[src/rtl/m1of4_dcnt_pkg.sv]
// Shared definitions for the 1-of-4 coded down-counter: digit codes, FSM state and digit type.
package m1of4_dcnt_pkg;

  typedef logic [3:0] dig_t;

  localparam dig_t C0 = 4'b0001;
  localparam dig_t C1 = 4'b0010;
  localparam dig_t C2 = 4'b0100;
  localparam dig_t C3 = 4'b1000;

  typedef enum logic {
    EMPTY  = 1'b0,
    ACTIVE = 1'b1
  } state_t;

  function automatic logic is_1of4(input dig_t d);
    return (d == C0) || (d == C1) || (d == C2) || (d == C3);
  endfunction

endpackage

[src/rtl/m1of4_dcnt_dig.sv]
// One 1-of-4 digit: rotate-down when borrowed into, propagate borrow when at zero,
// plus a one-hot validity check on an incoming load digit.
module m1of4_dig
  import m1of4_dcnt_pkg::*;
(
  input  dig_t dig_i,
  input  logic bin_i,
  input  dig_t chk_i,
  output dig_t dig_o,
  output logic bout_o,
  output logic ok_o
);

  // Rotating right maps value i to i-1 and wraps 0 back to 3.
  assign dig_o  = bin_i ? {dig_i[0], dig_i[3:1]} : dig_i;
  assign bout_o = bin_i && (dig_i == C0);
  assign ok_o   = is_1of4(chk_i);

endmodule

[src/rtl/m1of4_dcnt.sv]
// DW-digit base-4 down-counter with 1-of-4 coded digits and load/release handshake.
// Optional load code check enabled by defining M1OF4_CODE_CHK_EN.
module m1of4_dcnt
  import m1of4_dcnt_pkg::*;
#(
  parameter int DW   = 4,
  parameter int WRAP = 0
) (
  input  logic          clk,
  input  logic          rst_n,
  input  logic          ld_vld,
  output logic          ld_rdy,
  input  logic [4*DW-1:0] ld_d,
  input  logic          dec,
  input  logic          rel,
  output logic [4*DW-1:0] d_o,
  output logic          zero,
  output logic          nzero,
  output logic          uflow,
  output logic          err
);

  state_t          state_q;
  logic [4*DW-1:0] d_q;
  logic            uflow_q;
  logic            err_q;

  logic [DW:0]     brw;
  logic [DW-1:0]   ok;
  logic [4*DW-1:0] d_d;
  logic            ld_ok;
  logic            zero_all;

  // Borrow chain: digit 0 always sees the request, higher digits only when all lower are zero.
  assign brw[0] = dec && !rel && (state_q == ACTIVE);

  for (genvar k = 0; k < DW; k++) begin : g_dig
    m1of4_dig u_dig (
      .dig_i (d_q[4*k +: 4]),
      .bin_i (brw[k]),
      .chk_i (ld_d[4*k +: 4]),
      .dig_o (d_d[4*k +: 4]),
      .bout_o(brw[k+1]),
      .ok_o  (ok[k])
    );
  end

`ifdef M1OF4_CODE_CHK_EN
  assign ld_ok = &ok;
`else
  logic unused_ok;
  assign unused_ok = &ok;
  assign ld_ok     = 1'b1;
`endif

  always_ff @(posedge clk or negedge rst_n) begin
    if (!rst_n) begin
      state_q <= EMPTY;
      d_q     <= '0;
      uflow_q <= 1'b0;
      err_q   <= 1'b0;
    end else begin
      uflow_q <= 1'b0;
      err_q   <= 1'b0;
      case (state_q)
        EMPTY: begin
          if (ld_vld) begin
            if (ld_ok) begin
              state_q <= ACTIVE;
              d_q     <= ld_d;
            end else begin
              err_q   <= 1'b1;
            end
          end
        end
        ACTIVE: begin
          if (rel) begin
            state_q <= EMPTY;
            d_q     <= '0;
          end else if (dec) begin
            uflow_q <= brw[DW];
            // Borrow out of the top digit means the count was zero.
            if (!(brw[DW] && WRAP == 0)) d_q <= d_d;
          end
        end
        default: begin
          state_q <= EMPTY;
          d_q     <= '0;
        end
      endcase
    end
  end

  assign zero_all = (d_q == {DW{C0}});
  assign ld_rdy   = (state_q == EMPTY);
  assign d_o      = d_q;
  assign zero     = (state_q == ACTIVE) && zero_all;
  assign nzero    = (state_q == ACTIVE) && !zero_all;
  assign uflow    = uflow_q;
  assign err      = err_q;

endmodule

[config.mk]
export PLATFORM = sky130hd
export DESIGN_NAME = m1of4_dcnt
export DESIGN_NICKNAME = d
export VERILOG_FILES = /design/src/rtl/m1of4_dcnt_pkg.sv /design/src/rtl/m1of4_dcnt_dig.sv /design/src/rtl/m1of4_dcnt.sv
export SDC_FILE = /design/constraint.sdc
export NUM_CORES = 1
export LEC_CHECK = 0
export ABC_AREA = 1
export BUFFER_PORTS_ARGS = -buffer_cell sky130_fd_sc_hd__buf_4
export CORE_ASPECT_RATIO = 1.4
export CORE_MARGIN = 1
export CORE_UTILIZATION = 42
export DETAILED_ROUTE_END_ITERATION = 10
export GPL_TIMING_DRIVEN = 0
export HOLD_SLACK_MARGIN = 0.02
export PLACE_DENSITY_LB_ADDON = 0.3
export RECOVER_POWER = 25
export SLEW_MARGIN = 0
export SYNTH_ARGS = -nofsm -noshare
export SYNTH_HDL_FRONTEND = slang
export SYNTH_SLANG_ARGS = --single-unit
[constraint.sdc]
create_clock -name clk -period 1.26 [get_ports clk]
set_input_delay 0 -clock clk [delete_from_list [all_inputs] [get_ports clk]]
set_output_delay 0 -clock clk [all_outputs]
set_load 0.02 [all_outputs]
==> results.txt, run 1 <==
Slew headroom - 32.2%
CP dominant cell by count - nand2_1
Starting density of the core - 44.5%
Fraction of layout cells with a size suffix above 1 - 54.2%
Die height - 64.3 um
Worst EP arrival - 1.43 ns
Cell variety after synth - 25
Sequential area share after synthesis - 38.7%
RSZ-0062 raised after global routing - true
Layout Nets - 236
CTS HTree Levels - 1
Worst hold-check path type - in2reg
#FFs+latches synth - 18
CP max stage delay - 0.44 ns
Fin. max-slew vios - 0
Drt total wl - 3.40 mm
DR vias - 1273
Gr usage total - 26.1%
Finish-stage setup viols - 19
GP Congestion - 0.824
Tcrit/Tclk final - 113%
Slowest-stage cell, CP - dfrtp_2
# diodes - 0
Final Worst Setup Slack - -0.167 ns
R2r setup slk - -0.15 ns
Die area - 0.00299 mm^2
P per Cell Area - 1420 mW/mm^2
Number of hold violations in the final report - 0
Placed Cells - 225
DRT iter0 DRCs - 39
Mapped Area - 0.00116 mm^2
Layout fillers - 217
Mapped Nets - 170
Commonest non-fill, non-tap cell in the layout - buf_4
Worst path cell trace - inv_2 -> nand2_1 -> nor2_4 -> and2_4 -> nand2_1 -> nor2_2 -> buf_6
Vias in the first global route - 1365
Root buf cell - clkbuf_4
Vias per cell - 5.09
# IOs - 42
Core area - 0.00262 mm^2
Die width - 46.5 um
Final Non-Filler Cells - 250
Outcome - finished with violations
Reg-to-reg startpoint - d_o[1]$_DFFE_PN0P_
Crit-path max FO - 3
Crit path buffers/inverters - 2
Global-route wire length before repair - 5.78 mm
Setup TNS - -2.43 ns
CTS sink cnt - 18
# port buffers - 40
Worst-Skew Late Latency - 0.30 ns
CTS Buf Count - 3
Initial antenna violation count - 0
Syn Inst Count - 149
Post-route DRC - 0
Worst Tran Pin Value - 1.02 ns
Startpoint Class - flop
FF-to-FF path depth - 9
First-pass iteration count of the detailed router - 4
Largest net degree at the start of global routing - 20
Syn Area/Cell - 7.82 um^2
Skew final - 0.00164 ns
Crit path launch - d_o[6]$_DFFE_PN0P_
Cell depth of the worst setup path - 7
Commonest cells after routing, fill and taps aside - 55 x buf_4, 42 x nand2_1, 12 x nand2_2, 12 x nand4_1, 12 x dfrtp_2
Max IR drop VDD - 984 uV
Violated checks - negative setup slack
CTS Buffer Depth - 2
CTS tree - done
WS Path Type - reg2out
ANT nets after route - 0
Tmin final - 1.43 ns
Maximum clock rate - 701 MHz
Req. time, crit path - 1.26 ns
Multi-input gate area - 664 um^2
Crit path max-delay family - simple AND/OR/NAND/NOR gates
Worst-path clk slew - 0.11 ns
Worst Setup EP - zero
Area Growth Syn to Fin - 55.5%
Num rows - 22
Post-layout util - 69.3%
Dpl hpwl - 2.20 mm
DR WL/cell - 13.6 um
Register Area - 465 um^2
GR Overflow Total - 0
Yosys warning total - 0
Max-cap viol count - 0
End of the worst register-to-register path - d_o[3]$_DFFE_PN0P_
Leakage - 0.938 nW
Tot Pwr - 0.00256 W
Setup crit end kind - primary output
stage by stage:
stage,hold WS (ns),setup WS [ns],cell area [um^2]
floorplan,-0.296,-0.0665,1190
global placement,-0.116,-0.130,1540
detailed placement,-0.113,-0.158,1540
CTS,0.0584,-0.144,1780
global route,0.0828,-0.252,1810
finish,0.0535,-0.167,1810
report_power, final:
part	leakage, nW	internal, W	switching (W)
clock	0.0150	0.000124	0.000191
sequential	0.215	0.000737	0.000130
combinational	0.708	0.000613	0.000770
total	0.938	0.00147	0.00109
area by class of cell:
class / count / share of cell area, %
Buffer: 6 / 3.66
Multi-Input combinational cell: 108 / 36.7
Clock buffer: 4 / 1.45
Inverter: 16 / 3.59
Tap cell: 36 / 2.49
Timing Repair Buffer: 62 / 26.5
Sequential cell: 18 / 25.7
tightest hold or removal path, cell delays in order:
cell and delay, ns:
buf_4 0.08, a22o_1 0.12, nand3_1 0.07, nand2_1 0.06
per-layer routing:
| layer | share of wire [%] | track usage (%) |
|---|---|---|
| met1 | 39 | 30.1 |
| met2 | 55 | 43.9 |
| met3 | 3.9 | 3.11 |
| met4 | 2.3 | 14.0 |
| met5 | 0 | 0 |
how the worst min path moves through the flow:
stage                 start                  to  cells past startpoint
global route        ld_d[2]  d_o[2]$_DFFE_PN0P_                      4
global placement      rst_n  d_o[7]$_DFFE_PN0P_                      1
CTS                 ld_d[2]  d_o[2]$_DFFE_PN0P_                      4
floorplan             rst_n  d_o[0]$_DFFE_PN0P_                      0
detailed placement    rst_n  d_o[5]$_DFFE_PN0P_                      1
finish              ld_d[2]  d_o[2]$_DFFE_PN0P_                      4
what timing repair did:
action / 4_1_cts / 5_1_grt
pin swaps: 21 / 2
setup buffers: 15 / 2
hold endpoints to repair: 19 / 0
gates cloned: 3 / 0
setup endpoints to repair: 19 / 20
hold buffers: 2 / 0
gates resized for setup: 21 / 9
synth_stat cells, drive strengths merged:
cell	n	share of area, %
a22oi	1	1.1
nor2	7	4.0
nor3	1	1.4
clkbuf	1	0.32
nand2	55	18
conb	1	0.32
buf	6	4.6
dfrtp	18	39
nand4	13	8.3
inv	16	5.2
and2	1	0.64
a21oi	1	0.43
o21ai	12	5.2
nand3	10	7.1
a22o	6	4.5
sequential cells by signal, summed over array words and instances (netlist names):
| signal | count |
|---|---|
| state_q | 1 |
| d_o | 16 |
| uflow | 1 |
cell families after synthesis:
family          synth area share [%]
buf+inv                         10.1
compound gates                  11.2
other cells                    0.322
simple gates                    39.7
flops                           38.7
No activity file was read; power rests on OpenSTA's default activity.
==> run 2, diff against run 1 <==
--- a/config.mk
+++ b/config.mk
@@ -9,11 +9,11 @@
 export BUFFER_PORTS_ARGS = -buffer_cell sky130_fd_sc_hd__buf_4
 export CORE_ASPECT_RATIO = 1.4
 export CORE_MARGIN = 1
-export CORE_UTILIZATION = 42
+export CORE_UTILIZATION = 44
 export DETAILED_ROUTE_END_ITERATION = 10
 export GPL_TIMING_DRIVEN = 0
 export HOLD_SLACK_MARGIN = 0.02
-export PLACE_DENSITY_LB_ADDON = 0.3
+export PLACE_DENSITY = 0.77
 export RECOVER_POWER = 25
 export SLEW_MARGIN = 0
 export SYNTH_ARGS = -nofsm -noshare
==> run 2 against run 1 <==
  * The flow still finishes with violations (negative setup slack)
  * Power is 1.5% higher
  * Clock skew up 0.0087 ns
  * Fmax decreased by 3.7%
  * Utilization grew 6.1 points
  * Via count is 3.6% higher
  * Die area is 4.4% lower
  * Non-clock buffer count grew 4
  * Critical path type unchanged
  * Largest power group unchanged
==> results.txt, run 2 (synthesis gave the netlist of run 1 again) <==
GP Congestion - 0.859 (+4.3%)
Setup crit end kind - primary output
Skew final - 0.0104 ns (+0.00872 ns)
Commonest non-fill, non-tap cell in the layout - buf_4
Starting density of the core - 47.7% (+3.1 points)
First-pass iteration count of the detailed router - 5 (+1)
# IOs - 42 (unchanged)
Die area - 0.00286 mm^2 (-4.4%)
Req. time, crit path - 1.26 ns (about the same)
FF-to-FF path depth - 8 (-1)
Max IR drop VDD - 795 uV (-19%)
CTS HTree Levels - 1 (unchanged)
Die width - 45.5 um (-2.2%)
Post-DP Area - 0.00154 mm^2 (-0.16%)
GR Overflow Total - 0 (unchanged)
Crit path buffers/inverters - 2 (unchanged)
Leakage - 0.963 nW (+2.6%)
Crit path max-delay family - simple AND/OR/NAND/NOR gates
Dpl hpwl - 2.17 mm (-1.5%)
Layout fillers - 191 (-12%)
Fraction of layout cells with a size suffix above 1 - 55.0% (+0.84 points)
P per Cell Area - 1410 mW/mm^2 (-0.12%)
Worst EP arrival - 1.48 ns (+0.05 ns)
Post-route DRC - 0 (unchanged)
Max reg flops - 16 (unchanged)
Setup TNS - -3.13 ns (-0.702 ns)
CTS Buf Count - 3 (unchanged)
Worst-path clk slew - 0.11 ns (about the same)
Worst-Skew Late Latency - 0.30 ns (about the same)
Die height - 62.9 um (-2.2%)
# port buffers - 40 (unchanged)
Finish-stage setup viols - 19 (unchanged)
Crit-path max FO - 3 (unchanged)
Placed Cells - 223 (-0.89%)
Slew headroom - 34.4% (+2.3 points)
Startpoint Class - flop
CP max stage delay - 0.39 ns (-0.05 ns)
Number of hold violations in the final report - 0 (unchanged)
Slowest-stage cell, CP - dfrtp_2
Tcrit/Tclk final - 118% (+4.4 points)
Commonest cells after routing, fill and taps aside - 58 x buf_4, 43 x nand2_1, 12 x nand4_1, 12 x dfrtp_2, 11 x o21ai_0
Final Non-Filler Cells - 252 (+0.80%)
Pre-CTS WS - -0.146 ns (+0.0118 ns)
Violated checks - negative setup slack
Maximum clock rate - 675 MHz (-3.7%)
Reg-to-reg startpoint - d_o[0]$_DFFE_PN0P_
Core area - 0.00244 mm^2 (-6.6%)
CTS Buffer Depth - 2 (unchanged)
DR WL/cell - 13.8 um (+1.7%)
CTS sink cnt - 18 (unchanged)
Worst hold-check path type - in2reg
Post-Route M1 WL - 1.29 mm (-2.4%)
Root buf cell - clkbuf_4
Gr usage total - 24.8% (-1.3 points)
Tmin final - 1.48 ns (+0.0552 ns)
Largest net degree at the start of global routing - 20 (unchanged)
RSZ-0062 raised after global routing - true
Global-route wire length before repair - 5.33 mm (-7.8%)
# diodes - 0 (unchanged)
Area Growth Syn to Fin - 58.1%
ANT nets after route - 0 (unchanged)
WS Path Type - reg2out
Outcome - finished with violations
DRT iter0 DRCs - 29 (-26%)
Vias in the first global route - 1308 (-4.2%)
R2r setup slk - -0.21 ns (-0.06 ns)
Max-cap viol count - 0 (unchanged)
DR vias - 1319 (+3.6%)
Cell depth of the worst setup path - 7 (unchanged)
Fin. max-slew vios - 0 (unchanged)
Num rows - 21 (-4.5%)
Worst path cell trace - inv_2 -> nor2_4 -> nand2_2 -> nor3_4 -> nand2_1 -> nor2_2 -> buf_6
Initial antenna violation count - 0 (unchanged)
End of the worst register-to-register path - d_o[11]$_DFFE_PN0P_
CTS tree - done
Drt total wl - 3.48 mm (+2.6%)
Vias per cell - 5.23 (+2.8%)
Post-route cell area - 0.00184 mm^2 (+1.7%)
Tot Pwr - 0.00260 W (+1.5%)
Met3 Routed Length - 130 um (-1.5%)
Hold path start - ld_d[1]
Met2 wire len - 1.98 mm (+6.6%)
Top Layer Used - met4
Layout Nets - 240 (+1.7%)
Worst Tran Pin Value - 0.984 ns (-0.0337 ns)
Hold worst-path end - d_o[1]$_DFFE_PN0P_
Final Worst Setup Slack - -0.222 ns (-0.0552 ns)
Hold Path Cell Cnt - 4 (unchanged)
run 2: metal layers:
| layer | track usage, % | vias to the layer above |
|---|---|---|
| met5 | 0 | - |
| met4 | 10.2 | 0 |
| met3 | 3.18 | 9 |
| met2 | 45.4 | 45 |
| met1 | 26.4 | 634 |
| li1 | - | 631 |
run 2: how the worst max path moves through the flow:
stage	from	to	slack, ns
CTS	d_o[2]$_DFFE_PN0P_	zero	-0.17
detailed placement	d_o[3]$_DFFE_PN0P_	d_o[5]$_DFFE_PN0P_	-0.15
global placement	d_o[3]$_DFFE_PN0P_	d_o[5]$_DFFE_PN0P_	-0.13
global route	d_o[0]$_DFFE_PN0P_	zero	-0.28
floorplan	d_o[3]$_DFFE_PN0P_	d_o[13]$_DFFE_PN0P_	-0.07
finish	d_o[0]$_DFFE_PN0P_	zero	-0.22
run 2: per-stage QoR:
stage / hold WS (ns) / util (%)
floorplan: -0.296 / -
global placement: -0.118 / 62.9
detailed placement: -0.113 / 62.9
CTS: 0.0632 / 71.4
global route: 0.0765 / 75.4
finish: 0.0536 / 75.4
run 2: cell type report:
class	count	area (um^2)	area share, %
clock buffer	4	26.3	1.43
tap	34	42.5	2.31
multi-input combinational	108	666	36.1
inverter	16	62.6	3.40
timing repair buffer	66	513	27.9
buffer	6	66.3	3.60
sequential	18	465	25.3
run 2: what timing repair did:
action                     4_1_cts  5_1_grt
hold endpoints to repair        19        0
hold buffers                     2        0
gates resized for setup         13       19
gates cloned                     2        0
setup endpoints to repair       19       21
buffers inserted                17        6
pin swaps                       10       20
run 2: report_power, final:
group	switching (W)	leakage (nW)	internal, W	total, W
logic	0.000790	0.733	0.000644	0.00143
clock network	0.000185	0.0150	0.000123	0.000309
registers	0.000124	0.215	0.000737	0.000861
run 2: worst min-delay path, delay by kind of cell:
family,cells,cell delay (ns)
and+or+nand+nor,2,0.13
AOI/OAI and AO/OA,1,0.12
buffers and inverters,1,0.08
==> run 3, diff against run 2 <==
--- a/config.mk
+++ b/config.mk
@@ -9,11 +9,11 @@
 export BUFFER_PORTS_ARGS = -buffer_cell sky130_fd_sc_hd__buf_4
 export CORE_ASPECT_RATIO = 1.4
 export CORE_MARGIN = 1
-export CORE_UTILIZATION = 44
+export CORE_UTILIZATION = 25
 export DETAILED_ROUTE_END_ITERATION = 10
 export GPL_TIMING_DRIVEN = 0
 export HOLD_SLACK_MARGIN = 0.02
-export PLACE_DENSITY = 0.77
+export PLACE_DENSITY = 0.5
 export RECOVER_POWER = 25
 export SLEW_MARGIN = 0
 export SYNTH_ARGS = -nofsm -noshare
==> run 3 against run 2 <==
  * The run still ends with negative setup slack left
  * First-iteration DRC count increased by 38%
  * Register-to-register slack improved by 0.06 ns
  * Worst setup slack gained 0.070 ns
  * Clock power grew 60%
  * Hold slack worse by 0.015 ns
  * Critical path depth shrank 1
  * Non-clock buffer count is the same
  * Design area grew 6.1%
  * Sequential cell count unchanged
  * Routed wire length rose by 0.26%
  * Critical endpoint unchanged
  * Largest cell class unchanged
==> results.txt, run 3 (synthesis gave the netlist of run 1 again) <==
Outcome - finished with violations
Violated checks - negative setup slack
Maximum clock rate - 708 MHz (+4.9%)
Layout Nets - 240 (unchanged)
CTS Buf Count - 3 (unchanged)
Multi-input gate area - 701 um^2 (+5.3%)
Placed Cells - 251 (+13%)
Crit-path max FO - 3 (unchanged)
CTS Buffer Depth - 2 (unchanged)
Top Layer Used - met4
WS Path Type - reg2out
Die width - 59.7 um (+31%)
GP Congestion - 0.706 (-18%)
Tmin final - 1.41 ns (-0.0697 ns)
Post-DP Area - 0.00157 mm^2 (+2.3%)
Vias in the first global route - 1238 (-5.4%)
ANT nets after route - 0 (unchanged)
Worst path cell trace - nor2_2 -> nand2_2 -> nor3_4 -> nand2_1 -> nor2_2 -> buf_6
Gr usage total - 15.2% (-9.6 points)
DR vias - 1246 (-5.5%)
R2r setup slk - -0.15 ns (+0.06 ns)
Global-route wire length before repair - 5.62 mm (+5.6%)
Commonest cells after routing, fill and taps aside - 56 x buf_4, 39 x nand2_1, 14 x nand2_2, 13 x buf_6, 13 x dfrtp_2
Starting density of the core - 25.9% (-22 points)
# IOs - 42 (unchanged)
RSZ-0062 raised after global routing - true
Root buf cell - clkbuf_8
Post-route cell area - 0.00195 mm^2 (+6.1%)
Dpl hpwl - 2.37 mm (+9.4%)
Post-Route M1 WL - 1.45 mm (+12%)
Fin. max-slew vios - 0 (unchanged)
CTS HTree Levels - 1 (unchanged)
Worst hold margin - 0.0391 ns (-0.0145 ns)
Vias per cell - 4.45 (-15%)
Psw - 0.00112 W (+1.9%)
Layout fillers - 491 (+160%)
Switching part of the total - 40.4% (-1.8 points)
# diodes - 0 (unchanged)
Tcrit/Tclk final - 112% (-5.5 points)
Die area - 0.00494 mm^2 (+73%)
Slowest-stage cell, CP - dfrtp_2
Max-cap viol count - 0 (unchanged)
Reg power frac - 31.9% (-1.2 points)
Crit path launch - d_o[1]$_DFFE_PN0P_
Hold path start - ld_vld
GR Overflow Total - 0 (unchanged)
P_int - 0.00165 W (+9.7%)
CTS sink cnt - 18 (unchanged)
Post-route DRC - 0 (unchanged)
Number of hold violations in the final report - 0 (unchanged)
Final Worst Setup Slack - -0.152 ns (+0.0697 ns)
Reg-to-reg startpoint - d_o[1]$_DFFE_PN0P_
Core area - 0.00450 mm^2 (+84%)
Met3 Routed Length - 103 um (-21%)
Die height - 82.8 um (+32%)
Met2 wire len - 1.86 mm (-6.4%)
Area Growth Syn to Fin - 67.8%
Req. time, crit path - 1.26 ns (about the same)
End of the worst register-to-register path - d_o[15]$_DFFE_PN0P_
Worst-path clk slew - 0.08 ns (-0.03 ns)
CP dominant cell by count - nor2_2
Worst hold-check path type - in2reg
Setup crit end kind - primary output
# port buffers - 40 (unchanged)
P per Cell Area - 1420 mW/mm^2 (+0.24%)
Fraction of layout cells with a size suffix above 1 - 58.7% (+3.7 points)
Comb power frac - 50.3% (-4.8 points)
Clock Power Share - 17.8% (+5.9 points)
Worst EP arrival - 1.41 ns (-0.07 ns)
CTS tree - done
Max IR drop VDD - 469 uV (-41%)
Final Non-Filler Cells - 280 (+11%)
Drt total wl - 3.49 mm (+0.26%)
Num rows - 29 (+38%)
Initial antenna violation count - 0 (unchanged)
Largest net degree at the start of global routing - 20 (unchanged)
Hold Path Cell Cnt - 3 (-1)
Register Area - 467 um^2 (+0.27%)
Worst-Skew Late Latency - 0.26 ns (-0.04 ns)
FF-to-FF path depth - 8 (unchanged)
DR WL/cell - 12.5 um (-9.8%)
Commonest non-fill, non-tap cell in the layout - buf_4
Hold worst-path end - state_q$_DFF_PN0_
Skew final - 0.00400 ns (-0.00636 ns)
DRT iter0 DRCs - 40 (+38%)
Leakage - 0.986 nW (+2.4%)
Max reg flops - 16 (unchanged)
First-pass iteration count of the detailed router - 4 (-1)
CP max stage delay - 0.41 ns (+0.02 ns)
Finish-stage setup viols - 19 (unchanged)
Startpoint Class - flop
run 3: cell types whose count changed in the layout (fill, tap and decap cells not counted), moves of 3 or more:
cell | before | now
nand2_2 | 9 | 14
buf_6 | 8 | 13
nand3_4 | 2 | 5
nand2_1 | 43 | 39
nand3_2 | 4 | 1
clkbuf_8 | 0 | 4
run 3: cell type report:
cell class,count,share of cell area [%]
Buffer,6,3.07
Clock buffer,4,2.82
Inverter,16,3.33
Multi-Input combinational cell,108,35.9
Sequential cell,18,23.9
Tap cell,62,3.97
Timing Repair Buffer,66,27.1
run 3: per-layer routing:
layer  up-vias  GRT usage (%)
li1        632              -
met1       581           18.0
met2        26           27.0
met3         7           2.34
met4         0           5.81
met5         -              0
run 3: repair_timing:
item                                    4_1_cts  5_1_grt
resized for setup                            28       15
buffers inserted                             20        3
endpoints found under the setup margin       19       20
hold buffers                                  1        0
endpoints found under the hold margin        18        0
pin swaps                                     8        7
gates cloned                                  2        0
run 3: worst max path at each step:
| stage | slack, ns | end | cells after the start |
|---|---|---|---|
| final | -0.15 | zero | 6 |
| after global routing | -0.23 | zero | 7 |
| after CTS | -0.17 | d_o[4]$_DFFE_PN0P_ | 6 |
| after detailed placement | -0.19 | d_o[4]$_DFFE_PN0P_ | 6 |
| after global placement | -0.19 | d_o[4]$_DFFE_PN0P_ | 6 |
| after floorplan | -0.07 | d_o[13]$_DFFE_PN0P_ | 7 |
run 3: per-stage QoR:
step	utilization [%]	power [W]	setup slack, ns	TNS [ns]
finish	43.4	0.00277	-0.152	-2.06
global route	43.4	0.00295	-0.226	-3.56
CTS	41.8	0.00273	-0.174	-1.92
detailed placement	35.0	0.00201	-0.193	-2.31
global placement	35.0	0.00201	-0.195	-2.41
floorplan	-	0.00158	-0.0665	-0.636
run 3: worst max-delay path: cells and delay by family (launching register included):
family	cells	cell delay, ns
flip-flops	1	0.41
buffers and inverters	1	0.13
AND/OR/NAND/NOR	5	0.60
run 3: power by group through the flow:
stage	combinational, W	clock [W]	sequential [W]
floorplan	0.000535	0	0.00104
finish	0.00139	0.000493	0.000882
global placement	0.00111	0	0.000893
detailed placement	0.00112	0	0.000891
global route	0.00152	0.000536	0.000902
CTS	0.00135	0.000514	0.000868
